$ cat config.mk
export PLATFORM = sky130hd
export DESIGN_NAME = pipe_if_stage
export DESIGN_NICKNAME = d
export VERILOG_FILES = /design/src/rtl/pipe_pkg.sv /design/src/rtl/pipe_if_stage_dffe32.sv /design/src/rtl/pipe_if_stage.sv
export SDC_FILE = /design/constraint.sdc
export NUM_CORES = 1
export LEC_CHECK = 0
export CAP_MARGIN = 5
export CORE_MARGIN = 8
export CORE_UTILIZATION = 47
export CTS_BUF_LIST = sky130_fd_sc_hd__clkbuf_4 sky130_fd_sc_hd__clkbuf_8
export DETAILED_ROUTE_END_ITERATION = 10
export PLACE_DENSITY = 0.87
export REMOVE_ABC_BUFFERS = 1
export SLEW_MARGIN = 15
export SYNTH_ARGS = -nofsm -noshare
export SYNTH_HDL_FRONTEND = slang
export SYNTH_SLANG_ARGS = --single-unit
export TNS_END_PERCENT = 20
$ cat constraint.sdc
create_clock -name clock -period 6.35 [get_ports clock]
set_clock_uncertainty 0.2 [all_clocks]
set_input_delay 1.905 -clock clock [delete_from_list [all_inputs] [get_ports clock]]
set_output_delay 1.905 -clock clock [all_outputs]
set_load 0.01 [all_outputs]
$ cat src/rtl/pipe_pkg.sv
// pipe_pkg: definitions shared by the fetch and decode stages.
//   NOP        - instruction word used for an empty IF/ID slot.
//   pcsrc_e    - next-PC select encoding driven by decode control.
package pipe_pkg;

  localparam logic [31:0] NOP = 32'h0000_0000;

  typedef enum logic [1:0] {
    PCSRC_SEQ = 2'b00,  // pc + 4
    PCSRC_BR  = 2'b01,  // branch target
    PCSRC_JR  = 2'b10,  // register target
    PCSRC_J   = 2'b11   // jump target
  } pcsrc_e;

endpackage

$ cat src/rtl/pipe_if_stage_dffe32.sv
// dffe32: 32-bit register with load enable and asynchronous active-high
// clear to a caller-supplied value.
// Ports:
//   clk    - rising-edge clock
//   clr    - asynchronous clear, active high
//   clrval - value loaded while clr is high
//   e      - load enable
//   d      - data in
//   q      - registered data out
module dffe32 (
  input  logic        clk,
  input  logic        clr,
  input  logic [31:0] clrval,
  input  logic        e,
  input  logic [31:0] d,
  output logic [31:0] q
);

  logic [31:0] r_q;

  always_ff @(posedge clk or posedge clr) begin
    if (clr) begin
      r_q <= clrval;
    end else if (e) begin
      r_q <= d;
    end
  end

  assign q = r_q;

endmodule

$ cat src/rtl/pipe_if_stage.sv
// pipe_if_stage: instruction-fetch stage. Holds the PC, selects the next PC
// from decode control and registers {pc+4, instruction, valid} into IF/ID.
// Optional build macro IF_FLUSH_EN: when defined, the instruction fetched in
// a redirect cycle is squashed (bubble); when undefined it is kept as a
// branch delay slot.
// Ports:
//   clock    - rising-edge clock
//   reset    - asynchronous active-high reset
//   nostall  - 0 freezes PC and IF/ID
//   pcsource - next-PC select (see pipe_pkg::pcsrc_e)
//   bpc/da/jpc - branch / jr / j targets, loaded verbatim
//   ins      - instruction memory data for address pc
//   pc       - fetch address
//   dpc4     - IF/ID pc+4
//   inst     - IF/ID instruction
//   dvalid   - IF/ID slot holds a real instruction
module pipe_if_stage
  import pipe_pkg::*;
#(
  parameter logic [31:0] RESET_PC = 32'h0000_0000
) (
  input  logic        clock,
  input  logic        reset,
  input  logic        nostall,
  input  logic [1:0]  pcsource,
  input  logic [31:0] bpc,
  input  logic [31:0] da,
  input  logic [31:0] jpc,
  input  logic [31:0] ins,
  output logic [31:0] pc,
  output logic [31:0] dpc4,
  output logic [31:0] inst,
  output logic        dvalid
);

  logic [31:0] w_pc_p0;
  logic [31:0] w_pc4_p0;
  logic [31:0] w_npc_p0;
  logic [31:0] w_inst_d_p0;
  logic        w_dvalid_d_p0;
  logic [31:0] w_dpc4_p1;
  logic [31:0] w_inst_p1;
  logic        r_dvalid_p1;

  // Fetch: next-PC selection, 32-bit wrapping increment.
  assign w_pc4_p0 = w_pc_p0 + 32'd4;

  always_comb begin
    w_npc_p0 = w_pc4_p0;
    case (pcsrc_e'(pcsource))
      PCSRC_SEQ: w_npc_p0 = w_pc4_p0;
      PCSRC_BR:  w_npc_p0 = bpc;
      PCSRC_JR:  w_npc_p0 = da;
      PCSRC_J:   w_npc_p0 = jpc;
      default:   w_npc_p0 = w_pc4_p0;
    endcase
  end

`ifdef IF_FLUSH_EN
  // Redirect squashes the instruction fetched alongside it.
  always_comb begin
    w_inst_d_p0   = ins;
    w_dvalid_d_p0 = 1'b1;
    if (pcsrc_e'(pcsource) != PCSRC_SEQ) begin
      w_inst_d_p0   = NOP;
      w_dvalid_d_p0 = 1'b0;
    end
  end
`else
  // Delay slot: the fetched instruction always enters IF/ID.
  assign w_inst_d_p0   = ins;
  assign w_dvalid_d_p0 = 1'b1;
`endif

  dffe32 u_pc (
    .clk    (clock),
    .clr    (reset),
    .clrval (RESET_PC),
    .e      (nostall),
    .d      (w_npc_p0),
    .q      (w_pc_p0)
  );

  // IF/ID boundary.
  dffe32 u_dpc4 (
    .clk    (clock),
    .clr    (reset),
    .clrval (32'h0000_0000),
    .e      (nostall),
    .d      (w_pc4_p0),
    .q      (w_dpc4_p1)
  );

  dffe32 u_inst (
    .clk    (clock),
    .clr    (reset),
    .clrval (NOP),
    .e      (nostall),
    .d      (w_inst_d_p0),
    .q      (w_inst_p1)
  );

  always_ff @(posedge clock or posedge reset) begin
    if (reset) begin
      r_dvalid_p1 <= 1'b0;
    end else if (nostall) begin
      r_dvalid_p1 <= w_dvalid_d_p0;
    end
  end

  assign pc     = w_pc_p0;
  assign dpc4   = w_dpc4_p1;
  assign inst   = w_inst_p1;
  assign dvalid = r_dvalid_p1;

endmodule

==> tab_implementation.tex <==
\begin{tabular}{lr}
\hline
Metric & Value \\
\hline
\multicolumn{2}{l}{\textbf{Global routing}} \\
\quad Total global routing overflow & 0 \\
\quad Maximum number of pins on one net before global-route repair & 71 \\
\quad Vias in the first global route & 5190 \\
\quad Tot GR Track Use & 22.8\% \\
\quad Number of antenna violations at the first check in global routing & 0 \\
\quad First-pass GRT wire length & 26.7 mm \\
\multicolumn{2}{l}{\textbf{Logic synthesis}} \\
\quad Fraction of synthesis flops using an asynchronous set or reset pin & 100\% \\
\quad Top\_reg\_cell synth & sky130\_fd\_sc\_hd\_\_dfrtp\_1 \\
\quad Sequential area share after synthesis & 46.5\% \\
\quad Mean instance size in the synthesized netlist & 10.5 µm² \\
\quad Post-Syn Area & 5220 µm² \\
\quad Unique masters post-synth & 51 \\
\quad Number of warnings reported in the yosys synthesis log & 0 \\
\quad Number of cells produced by synthesis & 499 \\
\quad Seq cells post-synth & 97 \\
\quad Number of enable-type register cells in the synthesized netlist & 0 \\
\multicolumn{2}{l}{\textbf{STA}} \\
\quad Worst slew slack as a fraction of its limit & 48.4\% \\
\quad Setup violators final & 0 \\
\quad Worst hold slack & 280 ps \\
\quad Max Fclk & 254 MHz \\
\quad Tightest Pin Transition & 769 ps \\
\quad RSZ-0062 raised after global routing & no \\
\quad Share of the clock period used by the worst path & 61.9\% \\
\quad Total Negative Setup Slacks & 0 ps \\
\quad Post-route minimum period & 3930 ps \\
\quad Fin. Hold Viols & 0 \\
\quad Final-report max-slew violation count & 0 \\
\multicolumn{2}{l}{\textbf{Drt}} \\
\quad Number of nets still failing antenna checks after routing & 0 \\
\quad Number of optimization iterations in the first detailed-route pass & 5 \\
\quad Detailed Route WL & 16.9 mm \\
\quad Total number of vias & 4866 \\
\quad Number of DRC violations after detailed-routing iteration 0 & 369 \\
\quad DRC errors left & 0 \\
\quad Via density per instance & 5.76 \\
\quad Routed len/inst & 20.0 µm \\
\multicolumn{2}{l}{\textbf{Pwr}} \\
\quad Cell Int Power & 1.24 mW \\
\quad Clk pwr share & 25.9\% \\
\quad Switching power & 512 µW \\
\quad Total leakage power & 3.04 nW \\
\quad Largest vdd supply drop & 0.130 mV \\
\quad PwrDens & 226 nW/µm² \\
\quad Share of power burned in combinational logic & 29.7\% \\
\quad Switching share of total power & 29.1\% \\
\quad Sequential fraction of design power & 44.4\% \\
\multicolumn{2}{l}{\textbf{CTS}} \\
\quad CTS clock-pin slew for the worst setup and hold paths & 90 ps \\
\quad H-tree lvl count & 3 \\
\quad PostCTS Resize Cnt & 0 \\
\quad Hold buffer count at cts & 0 \\
\quad Maximum clock insertion buffer count & 2 \\
\quad Buffers inserted by post-CTS timing repair & 0 \\
\quad Cell at the root of the clock tree & sky130\_fd\_sc\_hd\_\_clkbuf\_8 \\
\quad Clock tree from TritonCTS & yes \\
\quad Clock Latency Late Sink & 370 ps \\
\quad Clock buffers created by TritonCTS & 9 \\
\quad Total number of clock tree sinks & 97 \\
\multicolumn{2}{l}{\textbf{Hold path}} \\
\quad Kind of path behind the tightest hold check & reg2reg \\
\multicolumn{2}{l}{\textbf{Die}} \\
\quad Height of the chip & 121 µm \\
\quad Die X-Extent & 121 µm \\
\quad Standard-cell rows & 38 \\
\quad DIE AREA & 14700 µm² \\
\quad IO Count & 230 \\
\quad Starting density of the core & 48.2\% \\
\quad Floorplan core area & 10800 µm² \\
\multicolumn{2}{l}{\textbf{Final layout}} \\
\quad Share of layout cells above drive strength 1 & 14.2\% \\
\quad \# nets final & 834 \\
\quad Count of fill cells added during filler insertion & 785 \\
\quad Fin util & 71.6\% \\
\quad Antenna cells & 0 \\
\quad Final design instance area without fill & 7760 µm² \\
\quad Synthesis-to-finish area growth & 48.6\% \\
\quad Non-filler cells, final & 845 \\
\multicolumn{2}{l}{\textbf{Placed design}} \\
\quad Number of placed instances with taps included & 829 \\
\quad Number of input and output port buffers inserted & 229 \\
\quad Routability Congestion & 0.794 \\
\quad HPWL after DPL & 12.7 mm \\
\quad Cell area after placement & 7530 µm² \\
\multicolumn{2}{l}{\textbf{Setup path}} \\
\quad Required time of the worst setup path & 6410 ps \\
\quad Arr. time, crit path & 3990 ps \\
\quad Startpoint type of the worst setup path & primary input \\
\quad Path type of the worst setup path & in2reg \\
\quad Worst stage delay on the critical path & 810 ps \\
\quad CP Capture Type & flip-flop \\
\quad Family with the most delay on the worst path & buffers and inverters \\
\quad Number of buffers and inverters on the critical path & 2 \\
\quad Cells along the critical path & buf\_4, clkinv\_1, a21oi\_1, o21ai\_0, a211o\_1 \\
\quad R2R Setup Slk & 3880 ps \\
\quad Slowest-stage cell, CP & sky130\_fd\_sc\_hd\_\_clkinv\_1 \\
\quad Max FO, Critical Path & 64 \\
\multicolumn{2}{l}{\textbf{Flow run}} \\
\quad Maximum Capacitance Violations & 0 \\
\multicolumn{2}{l}{\textbf{Run status}} \\
\quad Run status & complete, no violations \\
\hline
\end{tabular}
-- power groups by stage --
stage / clock network (mW) / logic, mW / registers (mW)
after floorplan: 0 / 0.165 / 0.817
after global placement: 0 / 0.512 / 0.786
after detailed placement: 0 / 0.524 / 0.790
after CTS: 0.464 / 0.527 / 0.779
after global routing: 0.495 / 0.561 / 0.793
final: 0.455 / 0.521 / 0.780
-- routing by layer --
| layer | wire length (µm) | vias to the layer above | GRT usage (%) | part of all wire, % |
|---|---|---|---|---|
| met2 | 8470 | 246 | 38.7 | 50 |
| met1 | 6380 | 2349 | 25.8 | 38 |
| met4 | 453 | 0 | 10.0 | 2.7 |
| met5 | 0 | - | 0 | 0 |
| met3 | 1610 | 33 | 7.07 | 9.5 |
| li1 | - | 2238 | - | - |
-- final timing paths --
| check | cells past startpoint | endpoint | from |
|---|---|---|---|
| worst max-delay path | 5 | u_pc.q[31]$_DFFE_PP0P_ | nostall |
| worst min-delay path | 1 | dvalid$_DFFE_PP0P_ | dvalid$_DFFE_PP0P_ |
| worst max register to register | 6 | u_pc.q[26]$_DFFE_PP0P_ | u_pc.q[2]$_DFFE_PP0P_ |
| worst min register to register | 1 | dvalid$_DFFE_PP0P_ | dvalid$_DFFE_PP0P_ |
| max in group asynchronous | 3 | u_pc.q[23]$_DFFE_PP0P_ | reset |
| min in group asynchronous | 2 | u_inst.q[23]$_DFFE_PP0P_ | reset |
-- cell usage in the layout, fill, tap and decap left out, drive strengths merged, types with 7 or more instances in the layout --
cell type	netlist	layout
inv	6	7
buf	15	7
nor3	7	7
xnor2	15	15
mux2	63	63
nand4	13	13
clkdlybuf4s50	0	226
clkbuf	28	10
dfrtp	97	97
a22oi	14	14
nor2	42	42
xor2	12	12
nand2	28	28
a21oi	35	35
o21ai	25	25
a22o	17	17
and3	7	7
-- cell type report --
class	instances	area (µm²)	area share, %
clock buffer	10	138	1.77
clock inverter	6	90.1	1.16
inverter	7	28.8	0.371
multi-input combinational	352	2590	33.4
sequential	97	2430	31.3
tap	140	175	2.26
timing repair buffer	233	2310	29.8
-- cell families after synthesis --
group	Yosys count	share of synthesized area, %
AO/OA/AOI/OAI	129	16.6
XOR/XNOR	27	4.53
flip-flops	97	46.5
buffers and inverters	50	4.05
adder cells (fa/ha/maj)	1	0.240
multiplexers	69	15.9
AND/OR/NAND/NOR	126	12.2
-- metrics by stage --
step | power [mW] | setup WS, ps
global placement | 1.30 | 2120
CTS | 1.77 | 2470
finish | 1.76 | 2420
detailed placement | 1.31 | 2090
floorplan | 0.982 | 1710
global route | 1.85 | 2190
-- state kept, by name (all words and copies together), names as in the netlist --
signal	count
u_dpc4.q	32
u_inst.q	32
u_pc.q	32
dvalid	1
-- synthesized netlist by cell type (3+ instances only) --
library cell | n | area [µm²]
sky130_fd_sc_hd__nor2_1 | 42 | 158
sky130_fd_sc_hd__xor2_1 | 12 | 105
sky130_fd_sc_hd__xnor2_1 | 15 | 131
sky130_fd_sc_hd__buf_1 | 5 | 18.8
sky130_fd_sc_hd__buf_4 | 4 | 30.0
sky130_fd_sc_hd__a221oi_1 | 3 | 26.3
sky130_fd_sc_hd__o31a_1 | 4 | 35.0
sky130_fd_sc_hd__and3_1 | 7 | 43.8
sky130_fd_sc_hd__and2_1 | 5 | 31.3
sky130_fd_sc_hd__nor3_1 | 7 | 35.0
sky130_fd_sc_hd__mux4_2 | 5 | 113
sky130_fd_sc_hd__nand4_1 | 12 | 75.1
sky130_fd_sc_hd__o21ai_0 | 25 | 125
sky130_fd_sc_hd__a22o_1 | 17 | 149
sky130_fd_sc_hd__and4_1 | 6 | 52.6
sky130_fd_sc_hd__buf_2 | 6 | 30.0
sky130_fd_sc_hd__dfrtp_1 | 97 | 2430
sky130_fd_sc_hd__inv_1 | 6 | 22.5
sky130_fd_sc_hd__nand2_1 | 28 | 105
sky130_fd_sc_hd__or3_1 | 3 | 18.8
sky130_fd_sc_hd__clkbuf_1 | 27 | 101
sky130_fd_sc_hd__nand3_1 | 6 | 30.0
sky130_fd_sc_hd__mux2_2 | 63 | 709
sky130_fd_sc_hd__o211ai_1 | 5 | 37.5
sky130_fd_sc_hd__o31ai_1 | 6 | 45.0
sky130_fd_sc_hd__a22oi_1 | 14 | 105
sky130_fd_sc_hd__a21oi_1 | 35 | 175
sky130_fd_sc_hd__o2bb2ai_1 | 4 | 35.0
Note: power is estimated with default switching activity, not from simulation.
==> RTL edit: new RTL, config.mk and constraints unchanged <==
The option `IF_FLUSH_EN` is turned on by a define.
--- a/src/rtl/pipe_if_stage.sv
+++ b/src/rtl/pipe_if_stage.sv
@@ -15,4 +15,6 @@
 //   inst     - IF/ID instruction
 //   dvalid   - IF/ID slot holds a real instruction
+`define IF_FLUSH_EN
+
 module pipe_if_stage
   import pipe_pkg::*;
Behaviour: not the same (a bounded check fails within 4 cycles, from zero or initial values and one cycle with reset high).
==> RTL edit against the original RTL <==
- synthesized area grew 6.7%
- die area grew 5.8%
- sequential power grew 0.8%
- clock power shrank 12%
- critical path depth is the same
- wire length grew 9.9%
- cell area grew 3.7%
- total power shrank 2.5%
- worst setup slack lost 0.15 ns
- final cell count grew 7.9%
- maximum frequency shrank 3.7%
- sequential cell count is the same
- count of clock-buffer cells in the layout grew 3
- highest routed layer unchanged
==> RTL edit: results <==
export IMPL_clk_pin_slew_ns=0.10
export IMPL_holdWs_ns=0.297
export IMPL_whs_endpoint="u_inst.q[26]$_DFFE_PP0P_"
export IMPL_grt_pass1_vias=5648
export IMPL_yosysWarnings=0
export IMPL_m1WireLength_um=7520
export IMPL_wl_met2_um=9210
export IMPL_status="finished, final reports clean"
export IMPL_cts_setup_buffers=0
export IMPL_synth_compound_area_share_pct=21.8
export IMPL_min_from="u_inst.q[26]$_DFFE_PP0P_"
export IMPL_drt_initial_drc_count=643
export IMPL_synth_cells=579
export IMPL_yosysSeqAreaShare_pct=43.6
export IMPL_grt_max_degree=72
export IMPL_cts_resized=0
export IMPL_rr_endpoint="u_dpc4.q[25]$_DFFE_PP0P_"
export IMPL_place_ws_ns=1.93
export IMPL_arrival_ns=4.18
export IMPL_synthTopCellsByArea="dfrtp_1 (44%), mux2_2 (6.3%), o2bb2ai_1 (5.7%)"
export IMPL_max_stage_delay_ns=0.62
export IMPL_synth_top_cells_by_count="dfrtp_1 (97), nand2_1 (58), clkbuf_1 (46)"
export IMPL_diodes=0
export IMPL_post_drt_wl_per_cell_um=20.4
export IMPL_gp_congestion=0.820
export IMPL_synth_xor_area_share_pct=2.20
export IMPL_hpwl_um=13400
export IMPL_synth_cell_type_count=48
export IMPL_dp_cells=895
export IMPL_cpLargestDelayFamily="buffers and inverters"
export IMPL_p_leak_nw=3.15
export IMPL_path_max_fanout=71
export IMPL_regToRegStartpoint="u_pc.q[4]$_DFFE_PP0P_"
export IMPL_synth_mux_area_share_pct=9.90
export IMPL_vdd_ir_drop_max_mv=0.130
export IMPL_hold_depth=1
export IMPL_tightest_slew_ns=1.05
export IMPL_routed_via_count=5485
export IMPL_worst_path_max_delay_cell="inv_2"
export IMPL_r2r_cells=4
export IMPL_top_layer_used="met4"
export IMPL_grt_pass1_wl_um=29500
export IMPL_vias_per_cell=6.01
export IMPL_drive_gt1_share_pct=8.97
export IMPL_met3_length_um=1350
export IMPL_synth_fa_ha_area_share_pct=0.225
export IMPL_rrSetupSlack_ns=3.70
export IMPL_track_usage_pct=23.0
export IMPL_cts_buffers_inserted=9
export IMPL_fill_cells=876
==> RTL edit: area by class of cell <==
cell class                      instances  area share [%]
Tap cell                              143            2.22
Timing Repair Buffer                  235            29.1
Multi-Input combinational cell        413            35.7
Sequential cell                        97            30.1
Inverter                                8           0.404
Clock inverter                          3           0.295
Clock buffer                           13            2.14
==> RTL edit: worst max path at each step <==
stage	cells past startpoint	from	slack, ns	to
3_3_place_gp	5	nostall	2.03	u_pc.q[30]$_DFFE_PP0P_
2_1_floorplan	1	reset	1.71	dvalid$_DFFE_PP0P_
6_report	5	nostall	2.27	u_pc.q[30]$_DFFE_PP0P_
3_5_place_dp	5	nostall	1.93	u_pc.q[30]$_DFFE_PP0P_
5_1_grt	5	nostall	2.11	u_pc.q[30]$_DFFE_PP0P_
4_1_cts	5	nostall	2.32	u_pc.q[30]$_DFFE_PP0P_
==> RTL edit: per-stage QoR <==
step | cell area [um2] | total power, mW
floorplan | 5330 | 0.987
global placement | 7830 | 1.30
detailed placement | 7830 | 1.32
CTS | 8030 | 1.72
global route | 8050 | 1.80
finish | 8050 | 1.71
==> RTL edit: kinds of logic (layout without fill, tap and decap cells) <==
family | count (synthesis) | after routing
AND/OR/NAND/NOR | 188 | 188
AO/OA/AOI/OAI | 165 | 165
flip-flops | 97 | 97
buffers and inverters | 69 | 259
multiplexers | 45 | 45
XOR/XNOR | 14 | 14
adder cells (fa/ha/maj) | 1 | 1
==> RTL edit: where the power goes <==
group / switching, mW / internal, mW / leakage (nW)
Sequential: 0.0933 / 0.693 / 1.20
Clock: 0.221 / 0.180 / 0.0953
Combinational: 0.225 / 0.301 / 1.85
==> RTL edit: routing by layer <==
layer	up-vias	track usage, %
li1	2544	-
met1	2637	27.7
met2	265	39.0
met3	39	5.27
met4	0	9.46
met5	-	0
